<file path="src/rtl/demux_frame_sequencer_if.sv">
// Handshake bundle between the frame source and the demux frame sequencer.
// "master" is the upstream side that drives the serial line. "slave" is the sequencer.
interface demux_frame_sequencer_if;
    logic       din;
    logic       din_valid;
    logic [2:0] sel;
    logic       dout;
    logic       dout_valid;
    logic       busy;
    logic       frame_done;
    logic       frame_err;

    modport master (
        output din, din_valid,
        input  sel, dout, dout_valid, busy, frame_done, frame_err
    );

    modport slave (
        input  din, din_valid,
        output sel, dout, dout_valid, busy, frame_done, frame_err
    );
endinterface

</file>
<file path="src/rtl/demux_frame_sequencer.sv">
// Decodes framed serial input: start(1), 3-bit address, payload, stop(0).
// It drives the channel select and the serial data input of a 1-to-8 demux.
module demux_frame_sequencer #(
    parameter int PAYLOAD_BITS = 8
) (
    input  logic                    clk,
    input  logic                    rst,
    demux_frame_sequencer_if.slave  bus
);
    localparam int CW = $clog2(PAYLOAD_BITS) + 1;
    localparam logic [CW-1:0] LAST = CW'(PAYLOAD_BITS - 1);

    typedef enum logic [1:0] {IDLE, ADDR, DATA, STOP} state_t;

    state_t          state_q, state_d;
    logic [1:0]      acnt_q, acnt_d;
    logic [1:0]      ashd_q, ashd_d;
    logic [CW-1:0]   pcnt_q, pcnt_d;
    logic [2:0]      sel_q, sel_d;
    logic            dout_q, dout_d;
    logic            dv_q, dv_d;
    logic            busy_q, busy_d;
    logic            done_q, done_d;
    logic            err_q, err_d;

    always_ff @(posedge clk) begin
        if (rst) begin
            state_q <= IDLE;
            acnt_q  <= '0;
            ashd_q  <= '0;
            pcnt_q  <= '0;
            sel_q   <= '0;
            dout_q  <= 1'b0;
            dv_q    <= 1'b0;
            busy_q  <= 1'b0;
            done_q  <= 1'b0;
            err_q   <= 1'b0;
        end else begin
            state_q <= state_d;
            acnt_q  <= acnt_d;
            ashd_q  <= ashd_d;
            pcnt_q  <= pcnt_d;
            sel_q   <= sel_d;
            dout_q  <= dout_d;
            dv_q    <= dv_d;
            busy_q  <= busy_d;
            done_q  <= done_d;
            err_q   <= err_d;
        end
    end

    // Strobes default low, so a stall cycle or an idle cycle shows zeros to the demux.
    always_comb begin
        state_d = state_q;
        acnt_d  = acnt_q;
        ashd_d  = ashd_q;
        pcnt_d  = pcnt_q;
        sel_d   = sel_q;
        dout_d  = 1'b0;
        dv_d    = 1'b0;
        done_d  = 1'b0;
        err_d   = 1'b0;
        if (bus.din_valid) begin
            unique case (state_q)
                IDLE: if (bus.din) begin
                    state_d = ADDR;
                    acnt_d  = '0;
                    pcnt_d  = '0;
                end
                ADDR: begin
                    if (acnt_q == 2'd2) begin
                        // Load the whole address at once so sel never shows a partial address.
                        sel_d   = {ashd_q, bus.din};
                        acnt_d  = '0;
                        pcnt_d  = '0;
                        state_d = DATA;
                    end else begin
                        ashd_d = {ashd_q[0], bus.din};
                        acnt_d = acnt_q + 2'd1;
                    end
                end
                DATA: begin
                    dout_d = bus.din;
                    dv_d   = 1'b1;
                    if (pcnt_q == LAST) begin
                        pcnt_d  = '0;
                        state_d = STOP;
                    end else begin
                        pcnt_d = pcnt_q + 1'b1;
                    end
                end
                STOP: begin
                    // A 1 here is consumed as a bad stop bit. It does not start a new frame.
                    done_d  = ~bus.din;
                    err_d   = bus.din;
                    state_d = IDLE;
                end
                default: state_d = IDLE;
            endcase
        end
        busy_d = (state_d != IDLE);
    end

    assign bus.sel        = sel_q;
    assign bus.dout       = dout_q;
    assign bus.dout_valid = dv_q;
    assign bus.busy       = busy_q;
    assign bus.frame_done = done_q;
    assign bus.frame_err  = err_q;
endmodule

</file>
<file path="src/flat_wrapper.sv">
// flat-port wrapper written by rule: the top's interface ports become plain ports
module demux_frame_sequencer_flat 
#(
    parameter int PAYLOAD_BITS = 8
)
  (clk, rst, bus_din, bus_din_valid, bus_sel, bus_dout, bus_dout_valid, bus_busy, bus_frame_done, bus_frame_err);
  demux_frame_sequencer_if bus_i ();
  input  logic clk;
  input  logic rst;
  input wire logic [$bits(bus_i.din)-1:0] bus_din;
  input wire logic [$bits(bus_i.din_valid)-1:0] bus_din_valid;
  output wire logic [$bits(bus_i.sel)-1:0] bus_sel;
  output wire logic [$bits(bus_i.dout)-1:0] bus_dout;
  output wire logic [$bits(bus_i.dout_valid)-1:0] bus_dout_valid;
  output wire logic [$bits(bus_i.busy)-1:0] bus_busy;
  output wire logic [$bits(bus_i.frame_done)-1:0] bus_frame_done;
  output wire logic [$bits(bus_i.frame_err)-1:0] bus_frame_err;
  assign bus_i.din = bus_din;
  assign bus_i.din_valid = bus_din_valid;
  assign bus_sel = bus_i.sel;
  assign bus_dout = bus_i.dout;
  assign bus_dout_valid = bus_i.dout_valid;
  assign bus_busy = bus_i.busy;
  assign bus_frame_done = bus_i.frame_done;
  assign bus_frame_err = bus_i.frame_err;
  demux_frame_sequencer #(.PAYLOAD_BITS(PAYLOAD_BITS)) u_core (.clk(clk), .rst(rst), .bus(bus_i));
endmodule
</file>
<file path="config.mk">
export PLATFORM = sky130hd
export DESIGN_NAME = demux_frame_sequencer_flat
export DESIGN_NICKNAME = d
export VERILOG_FILES = /design/src/rtl/demux_frame_sequencer_if.sv /design/src/rtl/demux_frame_sequencer.sv /design/src/flat_wrapper.sv
export SDC_FILE = /design/constraint.sdc
export NUM_CORES = 1
export LEC_CHECK = 0
export BUFFER_PORTS_ARGS = -buffer_cell sky130_fd_sc_hd__buf_4
export CAP_MARGIN = 20
export CORE_MARGIN = 2
export CORE_UTILIZATION = 57
export DETAILED_ROUTE_END_ITERATION = 7
export HOLD_SLACK_MARGIN = 0.05
export PLACE_DENSITY = 0.86
export RECOVER_POWER = 25
export SLEW_MARGIN = 10
export SYNTH_ARGS = -nofsm -noshare
export SYNTH_HDL_FRONTEND = slang
export SYNTH_SLANG_ARGS = --single-unit
</file>
<file path="constraint.sdc">
create_clock -name clk -period 2.5 [get_ports clk]
set_input_delay 0.125 -clock clk [delete_from_list [all_inputs] [get_ports clk]]
set_output_delay 0.125 -clock clk [all_outputs]
set_load 0.02 [all_outputs]
</file>
==> flow_summary.ini <==
[place]
port_buffers = 11
gp_routability_congestion = 0.829
dpl.hpwl_mm = 1.05

[power]
pwr-share-comb = 0.070
seqPwrFrac = 0.585
ir_drop_mv = 0.266
p_sw_frac = 0.224
powerDensity_nw_per_um2 = 572
p_sw_uw = 114
p_leak_nw = 0.326
p_int_uw = 394
clkPwrFrac = 0.345

[clock_tree]
cts.clk_slew.worst_paths_ns = 0.10
cts_hold_buf = 0
cts_setup_buffers = 0
cts_tree = yes
worst_skew_pair.late_latency_ns = 0.29
cts.sinks = 18
numCtsBuffers = 3
clock_path_buffers = 2
cts_max_level = 1
ctsResizeCount = 0
clock-root-buffer = clkbuf_4

[grt]
grt_max_degree = 16
grt_pass1_wl_mm = 2.82
grt_pass1_vias = 597
grt_use_total = 0.211
antenna_found_initial = 0
grt.overflow.total = 0

[synth]
yosysSeqAreaShare = 0.442
synth_area_leader_cell = dfxtp_1
syn_nets = 92
netlist_area_um2 = 816
synth_edf_count = 0
synth_seq_cells = 18
synth.area.top_cells = dfxtp_1 (44%), a21oi_1 (4.9%), o21ai_0 (4.9%)
ys.flop_type = dfxtp_1
synth_top_cell_area_share = 0.442
synth_warnings = 0
ys_types = 37
synthCells = 87
async_reset_ff_frac = 0
avgSynthCellArea_um2 = 9.38

[floorplanning]
die_area_um2 = 1750
core_um2 = 1320
io-pin-count = 12
die_x_um = 41.8
die_height_um = 41.8
initial_core_util = 0.619
num_rows = 13

[timing]
setup_violations = 0
fin_tns_setup_ns = 0
hold_viol = 0
finalCritPeriodShare = 0.525
tightest_slew_ns = 0.426
relSlewSlack = 0.715
rsz0062_at_grt = false
fmax_mhz = 762
period_needed_ns = 1.31
finalClockSkew_ns = 0.00323
slew_viol_final = 0

[critical_path]
start_kind = register
path_cells = nor3b_1 > nand4_1 > o211ai_1
crit_type = register to register
end_kind = register
reg2regPathDepth = 3
slowest_stage = dfxtp_1
cpPeakStageDelay_ns = 0.59
worstPathMaxFanout = 14
critPathBufInv = 0
worst-path-stages = 3
cp_top_family = flip-flops
cp.required_ns = 2.71
arrival_ns = 1.53

[route]
wl_per_cell_um = 14.3
ant_nets = 0
drtIter0Drc = 22
via_per_inst = 6.07
firstDrtPassIters = 4
drc = 0
vias = 674
routed_wirelength_mm = 1.59

[cells_and_area]
nNetsFinal = 102
finish.utilization = 0.673
fill_cells = 112
num_antenna_cells = 0
final_layout_size_suffix_gt1_frac = 0.135
area_growth_pct = 8.74

[min_path]
hold_path.class = primary input to register
whs_path_depth = 2

[run]
maxCapViolations = 0

[outcome]
status = completed
metal layers:
metal	wire, µm	share of wire	vias up	global-route usage
met2	775	0.49	27	0.313
met4	17	0.011	0	0.0968
met1	680	0.43	314	0.288
met5	0	0	-	0
li1	-	-	331	-
met3	118	0.074	2	0.0522
placed cells by master (no fill, tap or decap), types with 2 or more instances in the layout:
master | Yosys | routed
buf_4 | 1 | 5
clkbuf_1 | 1 | 6
inv_1 | 4 | 4
a21oi_1 | 8 | 8
clkbuf_4 | 0 | 3
nand3_1 | 6 | 6
o21ai_0 | 8 | 8
dfxtp_1 | 18 | 18
nor2_1 | 2 | 2
or2b_1 | 2 | 2
nand2_1 | 6 | 6
nand3b_1 | 2 | 2
mux2i_1 | 2 | 2
flip-flops by register name, indices dropped and copies added, names as in the netlist:
register	cells
u_core.acnt_q	2
u_core.ashd_q	2
u_core.bus.busy	1
u_core.bus.dout	1
u_core.bus.dout_valid	1
u_core.bus.frame_done	1
u_core.bus.frame_err	1
u_core.bus.sel	3
u_core.pcnt_q	4
u_core.state_q	2
cell families after synthesis:
logic type,count (synthesis),share of synthesized area
fa+ha+maj,1,0.0153
compound gates,25,0.193
flops,18,0.442
buf+inv,10,0.0721
mux,2,0.0245
simple gates,31,0.253
per-stage QoR:
stage	instance area (µm²)	instances	hold WS [ns]	worst slack, ns	power [mW]
after detailed placement	873	107	0.373	1.25	0.339
after global routing	887	111	0.0717	1.06	0.531
after CTS	910	111	0.0560	1.22	0.514
after floorplan	816	87	0.201	1.32	0.332
final	887	111	0.0671	1.19	0.508
after global placement	873	107	0.374	1.30	0.338
path summary, 6_finish.rpt:
path	slack, ns	startpoint	to
min reg2reg	0.47	u_core.ashd_q[1]$_SDFFE_PP0P_	u_core.bus.sel[2]$_SDFFE_PP0P_
max reg2reg	1.19	u_core.state_q[1]$_SDFF_PP0_	u_core.pcnt_q[2]$_SDFFE_PP0P_
max	1.19	u_core.state_q[1]$_SDFF_PP0_	u_core.pcnt_q[2]$_SDFFE_PP0P_
min	0.07	bus_din	u_core.bus.frame_done$_SDFF_PP0_
worst register-to-register path, delay by kind of cell (launching register included):
kind / cells / cell delay (ns)
flip-flops: 1 / 0.59
AND/OR/NAND/NOR: 2 / 0.54
AO/OA/AOI/OAI: 1 / 0.12
power by group through the flow:
stage | Sequential, mW | Combinational, mW | Clock (mW)
after floorplan | 0.301 | 0.0311 | 0
after global placement | 0.303 | 0.0353 | 0
after detailed placement | 0.303 | 0.0362 | 0
after CTS | 0.297 | 0.0363 | 0.181
after global routing | 0.298 | 0.0393 | 0.194
final | 0.297 | 0.0355 | 0.175
cell type report:
type / count / area, µm² / area share
Timing Repair Buffer: 11 / 60.1 / 0.0677
Sequential cell: 18 / 360 / 0.406
Inverter: 4 / 15.0 / 0.0169
Tap cell: 15 / 18.8 / 0.0212
Clock buffer: 4 / 36.3 / 0.0409
Multi-Input combinational cell: 59 / 397 / 0.447
cells in the mapped netlist (2+ instances only):
| master | n |
|---|---|
| dfxtp_1 | 18 |
| a21oi_1 | 8 |
| o21ai_0 | 8 |
| nand2_1 | 6 |
| nand3_1 | 6 |
| inv_1 | 4 |
| buf_2 | 2 |
| buf_6 | 2 |
| mux2i_1 | 2 |
| nand3b_1 | 2 |
| nor2_1 | 2 |
| or2b_1 | 2 |
(Power assumes the default switching activity.)
